$ cat src/rtl/alu_ctrl_seq_pkg.sv
// Shared constants for the EX-stage ALU-control sequencer: ALU codes, ALUOp and
// funct encodings, and the FSM state type.
package alu_ctrl_seq_pkg;

    // ALU operation codes (NOP is all-ones at whatever CTRL_W is in use)
    localparam int unsigned ALU_ADD = 0;
    localparam int unsigned ALU_SUB = 1;
    localparam int unsigned ALU_AND = 2;
    localparam int unsigned ALU_OR  = 3;
    localparam int unsigned ALU_SLT = 4;
    localparam int unsigned ALU_MUL = 5;
    localparam int unsigned ALU_DIV = 6;

    // ALUOp from main control
    localparam logic [1:0] ALUOP_ADD   = 2'b00;
    localparam logic [1:0] ALUOP_SUB   = 2'b01;
    localparam logic [1:0] ALUOP_FUNCT = 2'b10;
    localparam logic [1:0] ALUOP_SLT   = 2'b11;

    // R-type funct field
    localparam logic [5:0] FUNCT_ADD = 6'b100000;
    localparam logic [5:0] FUNCT_SUB = 6'b100010;
    localparam logic [5:0] FUNCT_AND = 6'b100100;
    localparam logic [5:0] FUNCT_OR  = 6'b100101;
    localparam logic [5:0] FUNCT_SLT = 6'b101010;
    localparam logic [5:0] FUNCT_MUL = 6'b011000;
    localparam logic [5:0] FUNCT_DIV = 6'b011010;

    typedef enum logic [1:0] {
        S_IDLE  = 2'd0,
        S_OUT   = 2'd1,
        S_MULTI = 2'd2
    } state_t;

endpackage

$ cat src/rtl/alu_ctrl_seq_decode.sv
// Combinational ALU-control decode.
// Ports: alu_op/funct in; code (CTRL_W), multi (MUL/DIV), illegal (undefined funct) out.
module alu_ctrl_seq_decode
    import alu_ctrl_seq_pkg::*;
#(
    parameter int unsigned CTRL_W = 4
) (
    input  logic [1:0]        alu_op,
    input  logic [5:0]        funct,
    output logic [CTRL_W-1:0] code,
    output logic              multi,
    output logic              illegal
);

    always_comb begin
        code    = {CTRL_W{1'b1}};
        multi   = 1'b0;
        illegal = 1'b0;
        case (alu_op)
            ALUOP_ADD: code = CTRL_W'(ALU_ADD);
            ALUOP_SUB: code = CTRL_W'(ALU_SUB);
            ALUOP_SLT: code = CTRL_W'(ALU_SLT);
            ALUOP_FUNCT: begin
                case (funct)
                    FUNCT_ADD: code = CTRL_W'(ALU_ADD);
                    FUNCT_SUB: code = CTRL_W'(ALU_SUB);
                    FUNCT_AND: code = CTRL_W'(ALU_AND);
                    FUNCT_OR:  code = CTRL_W'(ALU_OR);
                    FUNCT_SLT: code = CTRL_W'(ALU_SLT);
                    FUNCT_MUL: begin
                        code  = CTRL_W'(ALU_MUL);
                        multi = 1'b1;
                    end
                    FUNCT_DIV: begin
                        code  = CTRL_W'(ALU_DIV);
                        multi = 1'b1;
                    end
                    default:   illegal = 1'b1;
                endcase
            end
            default: code = {CTRL_W{1'b1}};
        endcase
    end

endmodule

$ cat src/rtl/alu_ctrl_seq.sv
// Registered, handshaked ALU-control decoder with MUL/DIV latency sequencing.
// Ports: clk, rst (async, active-high); in_valid/in_ready, alu_op, funct (producer side);
// out_valid/out_ready, alu_ctrl, multi, illegal (consumer side); busy (stall request).
module alu_ctrl_seq
    import alu_ctrl_seq_pkg::*;
#(
    parameter int unsigned CTRL_W     = 4,
    parameter int unsigned MUL_CYCLES = 4,
    parameter int unsigned DIV_CYCLES = 8,
    parameter int unsigned CNT_W      = 4
) (
    input  logic              clk,
    input  logic              rst,
    input  logic              in_valid,
    output logic              in_ready,
    input  logic [1:0]        alu_op,
    input  logic [5:0]        funct,
    output logic              out_valid,
    input  logic              out_ready,
    output logic [CTRL_W-1:0] alu_ctrl,
    output logic              multi,
    output logic              illegal,
    output logic              busy
);

    state_t            state_q, state_d;
    logic [CNT_W-1:0]  cnt_q, cnt_d;
    logic              out_valid_d, multi_d, illegal_d, busy_d;
    logic [CTRL_W-1:0] alu_ctrl_d;

    logic [CTRL_W-1:0] dec_code;
    logic              dec_multi, dec_illegal;
    logic              accept, dec_is_mul, dec_long;
    logic [CNT_W-1:0]  dec_cnt;

    alu_ctrl_seq_decode #(.CTRL_W(CTRL_W)) u_decode (
        .alu_op  (alu_op),
        .funct   (funct),
        .code    (dec_code),
        .multi   (dec_multi),
        .illegal (dec_illegal)
    );

    // Ready while empty, or while the held code is being consumed this cycle
    assign in_ready = !rst && ((state_q == S_IDLE) || ((state_q == S_OUT) && out_ready));
    assign accept   = in_valid && in_ready;

    // Latency selection; a latency of 1 behaves like a single-cycle op
    assign dec_is_mul = (dec_code == CTRL_W'(ALU_MUL));
    assign dec_long   = dec_multi && (dec_is_mul ? (MUL_CYCLES > 1) : (DIV_CYCLES > 1));
    assign dec_cnt    = dec_is_mul ? CNT_W'(MUL_CYCLES - 1) : CNT_W'(DIV_CYCLES - 1);

    // State and output registers
    always_ff @(posedge clk or posedge rst) begin
        if (rst) begin
            state_q   <= S_IDLE;
            cnt_q     <= '0;
            out_valid <= 1'b0;
            alu_ctrl  <= {CTRL_W{1'b1}};
            multi     <= 1'b0;
            illegal   <= 1'b0;
            busy      <= 1'b0;
        end else begin
            state_q   <= state_d;
            cnt_q     <= cnt_d;
            out_valid <= out_valid_d;
            alu_ctrl  <= alu_ctrl_d;
            multi     <= multi_d;
            illegal   <= illegal_d;
            busy      <= busy_d;
        end
    end

    // Next-state and next-output logic
    always_comb begin
        state_d     = state_q;
        cnt_d       = cnt_q;
        out_valid_d = out_valid;
        alu_ctrl_d  = alu_ctrl;
        multi_d     = multi;
        illegal_d   = illegal;
        busy_d      = busy;
        case (state_q)
            S_IDLE, S_OUT: begin
                if (accept) begin
                    alu_ctrl_d = dec_code;
                    multi_d    = dec_multi;
                    illegal_d  = dec_illegal;
                    if (dec_long) begin
                        state_d     = S_MULTI;
                        cnt_d       = dec_cnt;
                        out_valid_d = 1'b0;
                        busy_d      = 1'b1;
                    end else begin
                        state_d     = S_OUT;
                        out_valid_d = 1'b1;
                        busy_d      = 1'b0;
                    end
                end else if ((state_q == S_OUT) && out_ready) begin
                    state_d     = S_IDLE;
                    out_valid_d = 1'b0;
                end
            end
            S_MULTI: begin
                if (cnt_q == CNT_W'(1)) begin
                    state_d     = S_OUT;
                    cnt_d       = '0;
                    out_valid_d = 1'b1;
                    busy_d      = 1'b0;
                end else begin
                    cnt_d = cnt_q - CNT_W'(1);
                end
            end
            default: begin
                state_d     = S_IDLE;
                out_valid_d = 1'b0;
                busy_d      = 1'b0;
            end
        endcase
    end

endmodule

$ cat config.mk
export PLATFORM = sky130hd
export DESIGN_NAME = alu_ctrl_seq
export DESIGN_NICKNAME = d
export VERILOG_FILES = /design/src/rtl/alu_ctrl_seq_pkg.sv /design/src/rtl/alu_ctrl_seq_decode.sv /design/src/rtl/alu_ctrl_seq.sv
export SDC_FILE = /design/constraint.sdc
export NUM_CORES = 1
export LEC_CHECK = 0
export BUFFER_PORTS_ARGS = -buffer_cell sky130_fd_sc_hd__clkbuf_2
export CAP_MARGIN = 30
export CORE_MARGIN = 8
export CORE_UTILIZATION = 48
export CTS_BUF_LIST = sky130_fd_sc_hd__clkbuf_2 sky130_fd_sc_hd__clkbuf_4 sky130_fd_sc_hd__clkbuf_8
export CTS_CLUSTER_SIZE = 8
export DETAILED_ROUTE_END_ITERATION = 10
export GPL_TIMING_DRIVEN = 0
export PLACE_DENSITY = 0.77
export SYNTH_ARGS = -nofsm -noshare
export SYNTH_HDL_FRONTEND = slang
export SYNTH_SLANG_ARGS = --single-unit
$ cat constraint.sdc
create_clock -name clk -period 1.3 [get_ports clk]
set_clock_uncertainty 0.15 [all_clocks]
set_input_delay 0.26 -clock clk [delete_from_list [all_inputs] [get_ports clk]]
set_output_delay 0.26 -clock clk [all_outputs]
set_load 0.01 [all_outputs]
==> Word level (Yosys, flattened, before mapping) <==
Index checks and enable logic that the tools add are counted.
{ "op_classes": {"n_eq_ne": 18, "n_mux": 25, "reduce_logical": 15, "addsub": 1} }
{ "ops": {"columns": ["op", "count"], "rows": [
  ["$eq A6 B6 Y1 const B", 5],
  ["$pmux W4 S7", 1],
  ["$pmux W4 S4", 1],
  ["$eq A6 B5 Y1 const B", 2],
  ["$mux W4", 3],
  ["$mux W1", 11],
  ["$mux W2", 4],
  ["$pmux W4 S2", 1],
  ["$reduce_or A7 Y1", 1],
  ["$eq A2 B2 Y1 const B", 3],
  ["$ne A2 B2 Y1 const B", 3],
  ["$reduce_and A2 Y1", 3],
  ["$eq A2 B1 Y1 const B", 2],
  ["$eq A4 B1 Y1 const B", 1],
  ["$eq A4 B3 Y1 const B", 1],
  ["$logic_not A2 Y1", 2],
  ["$pmux W1 S2", 2],
  ["$pmux W2 S2", 1],
  ["$reduce_or A2 Y1", 2],
  ["$sub A4 B1 Y4 const B", 1],
  ["$logic_and A1 B1 Y1", 3],
  ["$mux W3", 1],
  ["$ne A3 B3 Y1 const B", 1],
  ["$reduce_and A3 Y1", 1],
  ["other kinds (3)", 3]
]} }
{ "totals": {"input_bits": 12, "ff_bits": 14} }

==> Depth between registers and ports, before layout <==
Gate-level depths: netlist (run 1).
{ "logic_depth": {"depth_word": 8, "mapped_depth": 6} }

==> Modules after synthesis <==
A second synthesis (run 1) with hierarchy kept.
{ "hier_totals": {"hier_cells": 79, "hier_area_um2": 873.3} }
{ "modules_own_cells": {"columns": ["mod", "seq_area_each_um2", "area_per_inst_um2", "cells_per_inst", "instances"], "rows": [
  ["alu_ctrl_seq", 330.3, 728.2, 59, 1],
  ["alu_ctrl_seq_decode", 0.0, 145.1, 20, 1]
]} }

==> Worst setup path after synthesis (run 1) <==
OpenSTA, ideal clock, no wires.
{ "synth_path": {"path_type": "reg-to-reg", "start": "reg state_q[0]", "end": "reg cnt_q[3]", "setup_ns": 0.122, "required_time_ns": 1.028, "t_arrival_ns": 1.103, "n_path_buf": 0, "path_slack_ns": -0.075, "path_stages_with_launch": 5, "period_less_slack_ns": 1.375, "cell_sequence": "dfrtp_1 -> nand2b_1 -> and4_4 -> nand2_2 -> a32o_1"} }
{ "synth_between": {"elab_chain_len": 7, "word_cells_on_any_way": 13, "cone_classes": "eq/ne (4); mux (1); reduce/logical (8)"} }
{ "synth_rtl": {"columns": ["element", "line", "text"], "rows": [
  ["from (decl)", "alu_ctrl_seq.sv:26", "state_t state_q, state_d;"],
  ["from (signal assigned)", "alu_ctrl_seq.sv:64", "state_q <= state_d;"],
  ["$eq A2 B1 Y1", "alu_ctrl_seq.sv:45, alu_ctrl_seq.sv:83", null],
  ["$logic_and A1 B1 Y1", "alu_ctrl_seq.sv:45", "assign in_ready = !rst && ((state_q == S_IDLE) || ((state_q == S_OUT) && out_ready));"],
  ["$logic_or A1 B1 Y1", "alu_ctrl_seq.sv:45", null],
  ["$logic_and A1 B1 Y1", "alu_ctrl_seq.sv:45", null],
  ["$logic_and A1 B1 Y1", "alu_ctrl_seq.sv:46", "assign accept = in_valid && in_ready;"],
  ["$ne A2 B2 Y1 (no line)", null, null],
  ["$reduce_and A3 Y1 (no line)", null, null],
  ["to (signal assigned)", "alu_ctrl_seq.sv:65", "cnt_q <= cnt_d;"],
  ["to (decl)", "alu_ctrl_seq.sv:27", "logic [CNT_W-1:0] cnt_q, cnt_d;"]
]} }
Several ways; a longest one is shown, not always the timed one.
A chain may end at the register's enable or synchronous reset.

==> Final worst setup path (run 1) <==
{ "layout_path": {"start": "reg state_q[1]", "end": "out in_ready"} }
{ "layout_between": {"elab_chain_len": 4, "word_cells_on_any_way": 5, "cone_classes": "eq/ne (1); reduce/logical (4)"} }
{ "layout_rtl": {"columns": ["element", "line", "text"], "rows": [
  ["$eq A2 B1 Y1", "alu_ctrl_seq.sv:45", null],
  ["$logic_and A1 B1 Y1", "alu_ctrl_seq.sv:45", null],
  ["$logic_or A1 B1 Y1 *", "alu_ctrl_seq.sv:45", null],
  ["$logic_and A1 B1 Y1 *", "alu_ctrl_seq.sv:45", null],
  ["to (decl)", "alu_ctrl_seq.sv:15", "output logic in_ready,"]
]} }
Mark *: on every way between the ends. The rest lies on a longest branch, timed or not.

==> key figures, run 1 <==
Run status
  • Status: complete, but fails checks
  • Failing checks: setup timing

Power and ir drop
  • Static Leakage: just under 0.6 nW
  • Total power divided by cell area: about 1200 nW/µm²
  • Worst-case vdd ir drop: around 960 µV

Worst setup path
  • Type of the worst setup path: flip-flop to primary output
  • Critical path arrival: 1.07 ns
  • CP Max Fanout: 3
  • R2R setup slack: -0.15 ns
  • Cells on worst reg2reg path: 5
  • Type of element capturing the critical path: primary output
  • Endpoint of the worst-slack reg-to-reg timing path: cnt_q[3]
  • Reg2Reg Launch Point: state_q[0]
  • Worst Setup Start Kind: flip-flop
  • Endpoint of the worst setup timing path: in_ready
  • Crit. Startpoint: state_q[1]
  • Endpoint required time on the critical path: between 0.8 and 0.9 ns

CTS
  • Max clock buf depth: 2
  • Sink count of the clock tree: 13
  • Clock insertion delay at the later pin of the skew report: roughly 0.28 ns
  • H-tree depth reported by CTS: 1
  • Master cell of the clock root buffer: clkbuf_4
  • Clock slew at reported path FFs: 0.08 ns
  • CTS Buf Count: 3
  • CTS tree: yes

Synth
  • Avg Cell Area, Syn: approximately 10 µm²
  • Post-Syn Nets: 94
  • Simple logic cell fraction of the synthesized area: 0.2942
  • Cells after Synth: 80
  • Async set or reset register ratio after synthesis: 1.000
  • Post-synthesis instance area: roughly 800 µm²
  • Top FF cell, synth: dfrtp_1
  • Register area share after synthesis: 0.4131
  • Number of different library cells in the post-synthesis netlist: 40
  • Proportion of synthesized area in mux cells: 0.01252
  • Complex-gate fraction of the synthesized area: 0.2285
  • Synthesized flop and latch total: 13
  • Synth warn: 0
  • Fraction of the mapped netlist area in adder cells: 0.03130
  • Synth Area in XOR/XNOR: 0
  • Main combinational cell family by area after synthesis: simple AND/OR/NAND/NOR gates
  • EDFF count, synth: 0

Timing
  • Number of hold violations in the final report: 0
  • Total of endpoints with negative setup slack in the final report: 18
  • Final sum of negative setup slack: -1.040 ns
  • RSZ-0062 raised after global routing: yes
  • Upper clock frequency limit: 676.0 MHz
  • Least setup slack across all paths after layout: -0.1794 ns
  • Transition time at the pin with the least slew margin: ~0.48 ns
  • Slew margin rel.: 0.6808
  • Number of slew-limit violations in the final report: 0
  • Period utilisation layout: 1.138
  • Min Clock Period, post-route: about 1.5 ns

Placed design
  • Placer's final routability congestion estimate: about 0.81
  • Number of input and output port buffers inserted: 20
  • Post-Place Setup Slack: -0.2336 ns
  • Final HPWL DP: about 1500 µm

GRT
  • Remaining Overflow, GRT: 0
  • Global-route wire length before repair: 3801 µm
  • Via count of the first global-routing pass: 830
  • Initial antenna violation count: 0
  • Combined global-route utilization of all metal layers: 0.1409
  • Met1 layer usage reported by global route: 0.1636
  • GR Layer Usage met3: 0.04270
  • Most utilized layer in the global route result: met2
  • Met2 Resource Use GR: 0.2351
  • Pin count of the biggest net entering global routing: 14

Route
  • WL final: ~2300 µm
  • Count of nets left with antenna violations after detail routing: 0
  • Total iterations of the first detailed-routing run: 4
  • Drt wl/cell: ~17 µm
  • Detailed Route Iter0 Violations: 30
  • Number of vias per cell after detailed routing: 5.880
  • Number of remaining DRC errors: 0
  • Number of vias after detailed routing: a little under 800

Final layout
  • Layout filler cell count: slightly above 90
  • Area Overhead vs Synth: 50.55%
  • Multi-input combinational cell area: between 500 and 600 µm²
  • Final net count: between 100 and 150
  • Final Util: 0.7808
  • Number of inserted diodes: 0
  • Footprint of the flip-flops and latches: roughly 330 µm²
  • Most common cell after layout, fill and taps aside: clkbuf_2
  • Commonest non-fill, non-tap cells in the layout: 14 x clkbuf_2, 10 x buf_4, 9 x dfrtp_1, 9 x buf_6, 5 x nand2_1
  • Share of layout cells above drive strength 1: 0.5897

Hold path
  • Class of the tightest hold or removal check: input port to flip-flop
  • Cell depth of the worst min-delay path: 3

Floorplanning
  • I/O pin count: 21
  • Area of the placeable core: 1541 µm²
  • Placement Rows: 14
  • Starting Density: 0.5187
  • Die height: 56.81 µm
  • Die Outline Area: about 3200 µm²
  • Chip Width: between 50 and 60 µm

Flow run
  • Max-cap check violation count: 0
-- layout make-up --
class,instances,area share
sequential,13,0.2744
timing repair buffer,33,0.2069
clock inverter,1,0.004158
clock buffer,3,0.01871
tap,16,0.01663
buffer,1,0.006237
inverter,3,0.009356
multi-input combinational,63,0.4636
-- cell families (layout without fill, tap and decap cells) --
kind of cell,Yosys count,after routing
flops,13,13
fa+ha+maj,2,2
simple gates,36,36
buf+inv,4,41
mux,1,1
compound gates,24,24
-- state kept, by name (all words and copies together) (netlist names) --
register  flops
alu_ctrl      4
busy          1
cnt_q         4
illegal       1
multi         1
state_q       2
-- cells in the mapped netlist, types with 3 or more instances --
master,n,area share
o21ai_0,3,0.019
inv_1,3,0.014
a21oi_1,4,0.025
nand2b_1,3,0.023
dfstp_2,4,0.13
nand2_1,6,0.028
nor2b_1,4,0.031
dfrtp_1,9,0.28
nor2_1,3,0.014
a21o_1,4,0.038
-- metal layers --
metal | wire, µm | up-vias | part of all wire
met3 | 133 | 4 | 0.059
li1 | - | 373 | -
met5 | 0 | - | 0
met4 | 31 | 0 | 0.014
met2 | 1138 | 21 | 0.50
met1 | 968 | 384 | 0.43
-- worst max-delay path, stage by stage (launching register included) --
cell and delay (ns):
dfrtp_1 0.42, nor2_4 0.13, and2_4 0.15, buf_6 0.09
-- power breakdown --
part / switching, mW / internal (mW)
Combinational: 0.282 / 0.340
Clock: 0.136 / 0.114
Sequential: 0.0874 / 0.504
-- how the worst min path moves through the flow --
stage,startpoint,end,slack (ns)
finish,alu_op[1],alu_ctrl[2],0.1
global route,alu_op[1],alu_ctrl[2],0.12
CTS,alu_op[1],alu_ctrl[2],0.1
detailed placement,rst,state_q[0],0.17
global placement,rst,state_q[0],0.17
floorplan,rst,busy,-0.02
-- timing repair --
action	4_1_cts	5_1_grt
buffers inserted	11	1
hold endpoints to repair	9	0
resized for setup	17	17
pin swaps	10	3
endpoints found under the setup margin	15	19
hold buffers	1	0
-- through the flow --
stage	power [mW]	instance area, µm²	std cells	hold WS (ns)
after floorplan	0.8444	828.3	80	-0.01590
after global placement	0.9492	948.4	116	0.1704
after detailed placement	0.9722	948.4	116	0.1738
after CTS	1.401	1147	132	0.09829
after global routing	1.550	1204	133	0.1216
final	1.465	1204	133	0.09961
No activity file was read; power rests on OpenSTA's default activity.
==> inputs of run 2 (changes only) <==
--- a/config.mk
+++ b/config.mk
@@ -15,4 +15,5 @@
 export GPL_TIMING_DRIVEN = 0
 export PLACE_DENSITY = 0.77
+export SLEW_MARGIN = 20
 export SYNTH_ARGS = -nofsm -noshare
 export SYNTH_HDL_FRONTEND = slang
==> constraint.sdc (replaced) <==
create_clock -name clk -period 1.3 [get_ports clk]
set_clock_uncertainty 0.15 [all_clocks]
set_input_delay 0.065 -clock clk [delete_from_list [all_inputs] [get_ports clk]]
set_output_delay 0.065 -clock clk [all_outputs]
set_load 0.01 [all_outputs]
==> run 2 against run 1 <==
  * The flow still finishes with violations (setup timing)
  * Die area stayed put
  * Register-to-register slack about the same
  * Count of clock-buffer cells in the layout unchanged
  * Utilization is 4.5 points lower
  * Critical path type is now flip-flop to flip-flop
==> key figures, run 2 (synthesis results as in run 1) <==
Power and ir drop
  • Switching Share: 0.3562 (was 0.3455)
  • Comb power frac: 0.389 (was 0.425)
  • Overall Power: 1.380 mW (was 1.465 mW)
  • Clk pwr share: 0.184 (was 0.171)
  • P_sw: 0.4916 mW (was 0.5061 mW)
  • Worst-case vdd ir drop: 841.9 µV (was 955.4 µV)
  • Sequential Power Share: 0.427 (was 0.404)
  • Cell-internal power: 0.8885 mW (was 0.9588 mW)
  • Static Leakage: 0.5552 nW (was 0.5806 nW)
  • Total power divided by cell area: 1217 nW/µm² (about the same)

Worst setup path
  • Type of the worst setup path: flip-flop to flip-flop (was flip-flop to primary output)
  • Cells on worst reg2reg path: 3 (was 5)
  • Endpoint of the worst-slack reg-to-reg timing path: alu_ctrl[0] (was cnt_q[3])
  • R2R setup slack: -0.15 ns (about the same)
  • Reg2Reg Launch Point: state_q[1] (was state_q[0])
  • Critical path arrival: 1.50 ns (was 1.07 ns)
  • Worst Setup Start Kind: flip-flop (unchanged)
  • Endpoint required time on the critical path: 1.35 ns (was 0.89 ns)
  • CP Max Fanout: 8 (was 3)
  • Type of element capturing the critical path: flip-flop (was primary output)

Timing
  • Min Clock Period, post-route: 1.450 ns (was 1.479 ns)
  • Number of hold violations in the final report: 0 (unchanged)
  • Total of endpoints with negative setup slack in the final report: 10 (was 18)
  • Least setup slack across all paths after layout: -0.1496 ns (was -0.1794 ns)
  • Slew margin rel.: 0.6718 (was 0.6808)
  • RSZ-0062 raised after global routing: yes (unchanged)
  • Number of slew-limit violations in the final report: 0 (unchanged)
  • Upper clock frequency limit: 689.8 MHz (was 676.0 MHz)
  • Transition time at the pin with the least slew margin: 0.4917 ns (was 0.4783 ns)
  • Period utilisation layout: 1.115 (was 1.138)

Route
  • Detailed Route Iter0 Violations: 25 (was 30)
  • Number of vias per cell after detailed routing: 5.863 (was 5.880)
  • Total iterations of the first detailed-routing run: 4 (unchanged)
  • Count of nets left with antenna violations after detail routing: 0 (unchanged)
  • WL final: 2292 µm (was 2272 µm)
  • Number of remaining DRC errors: 0 (unchanged)
  • Number of vias after detailed routing: 768 (was 782)
  • Drt wl/cell: 17.50 µm (was 17.08 µm)

Floorplanning
  • Chip Width: 56.81 µm (unchanged)
  • I/O pin count: 21 (unchanged)
  • Placement Rows: 14 (unchanged)
  • Die height: 56.81 µm (unchanged)
  • Die Outline Area: 3227 µm² (unchanged)
  • Area of the placeable core: 1541 µm² (unchanged)
  • Starting Density: 0.5187 (unchanged)

Hold path
  • Class of the tightest hold or removal check: input port to flip-flop (unchanged)
  • Launch point of the worst hold path: alu_op[0] (was alu_op[1])
  • Cell depth of the worst min-delay path: 3 (unchanged)
  • Min-Delay Endpoint: alu_ctrl[1] (was alu_ctrl[2])

Placed design
  • Dpl cells: 116 (unchanged)
  • Final HPWL DP: 1492 µm (unchanged)
  • Placer's final routability congestion estimate: 0.8100 (unchanged)
  • Number of input and output port buffers inserted: 20 (unchanged)
  • Cell area after placement: 948.4 µm² (unchanged)

GRT
  • Remaining Overflow, GRT: 0 (unchanged)
  • Global-route wire length before repair: 3788 µm (was 3801 µm)
  • Combined global-route utilization of all metal layers: 0.1419 (was 0.1409)
  • Via count of the first global-routing pass: 849 (was 830)
  • Initial antenna violation count: 0 (unchanged)
  • Pin count of the biggest net entering global routing: 14 (unchanged)

Final layout
  • Final standard cell area without fillers: 1134 µm² (was 1204 µm²)
  • Largest registers ranked by flip-flop count: alu_ctrl (4), cnt_q (4), state_q (2) (unchanged)
  • Area Overhead vs Synth: 41.78% (was 50.55%)
  • Commonest non-fill, non-tap cells in the layout: 20 x clkbuf_2, 9 x dfrtp_1, 6 x buf_4 (was 14 x clkbuf_2, 10 x buf_4, 9 x dfrtp_1, 9 x buf_6, 5 x nand2_1)
  • Final Util: 0.7354 (was 0.7808)
  • Most common cell after layout, fill and taps aside: clkbuf_2 (unchanged)
  • Layout filler cell count: 101 (was 91)
  • Final net count: 130 (was 132)
  • Share of layout cells above drive strength 1: 0.5391 (was 0.5897)
  • Number of inserted diodes: 0 (unchanged)
  • Final standard cell count with taps included and fillers excluded: 131 (was 133)

CTS
  • H-tree depth reported by CTS: 1 (unchanged)
  • Clock slew at reported path FFs: 0.08 ns (about the same)
  • CTS Buf Count: 3 (unchanged)
  • Clock insertion delay at the later pin of the skew report: 0.28 ns (about the same)
  • Max clock buf depth: 2 (unchanged)
  • Sink count of the clock tree: 13 (unchanged)
  • CTS tree: yes (unchanged)
  • Master cell of the clock root buffer: clkbuf_4 (unchanged)

Flow run
  • Max-cap check violation count: 0 (unchanged)

Run status
  • Failing checks: setup timing (unchanged)
  • Status: complete, but fails checks (unchanged)
## run 2: worst max path at each step
| stage | start | endpoint | slack (ns) | depth (start not counted) |
|---|---|---|---|---|
| after global placement | cnt_q[1] | busy | -0.18 | 6 |
| after floorplan | state_q[0] | cnt_q[3] | -0.06 | 4 |
| final | state_q[1] | alu_ctrl[0] | -0.15 | 3 |
| after detailed placement | cnt_q[1] | busy | -0.23 | 6 |
| after CTS | state_q[1] | cnt_q[3] | -0.09 | 4 |
| after global routing | state_q[1] | alu_ctrl[1] | -0.16 | 4 |
## run 2: critical path: stages (launching register included)
cell     delay [ns]
dfrtp_1        0.45
nor2_4         0.15
nand3_2        0.19
a221o_1        0.43
## run 2: power by group through the flow
stage | Clock (mW) | Sequential (mW) | Combinational, mW
finish | 0.254 | 0.590 | 0.537
global route | 0.277 | 0.599 | 0.583
CTS | 0.258 | 0.583 | 0.523
detailed placement | 0 | 0.595 | 0.377
global placement | 0 | 0.589 | 0.360
floorplan | 0 | 0.597 | 0.247
## run 2: per-stage QoR
stage               TNS (ns)  hold slack [ns]  setup WS (ns)
detailed placement   -0.6522         -0.02123        -0.2336
floorplan            -0.1418          -0.2109       -0.06125
CTS                  -0.4310          0.01079       -0.09271
global placement     -0.6122         -0.02465        -0.1792
finish               -0.7195          0.01316        -0.1496
global route          -1.015          0.01803        -0.1647
## run 2: final cells by class
type,instances,area (µm²),area share
Multi-Input combinational cell,63,535.5,0.4724
Inverter,3,11.26,0.009934
Tap cell,16,20.02,0.01766
Sequential cell,13,330.3,0.2914
Clock buffer,3,22.52,0.01987
Buffer,1,11.26,0.009934
Timing Repair Buffer,31,197.7,0.1744
Clock inverter,1,5.005,0.004415
## run 2: what timing repair did
action                     4_1_cts  5_1_grt
setup endpoints to repair       11       13
resized for setup               12        5
hold endpoints to repair        11        0
pin swaps                        6        4
hold buffers                     3        0
buffers inserted                 7        1
## run 2: metal layers
metal | share of wire | track usage | wire length (µm)
met1 | 0.41 | 0.1495 | 948
met2 | 0.51 | 0.2524 | 1164
met3 | 0.054 | 0.04045 | 124
met4 | 0.024 | 0.06376 | 54
met5 | 0 | 0 | 0
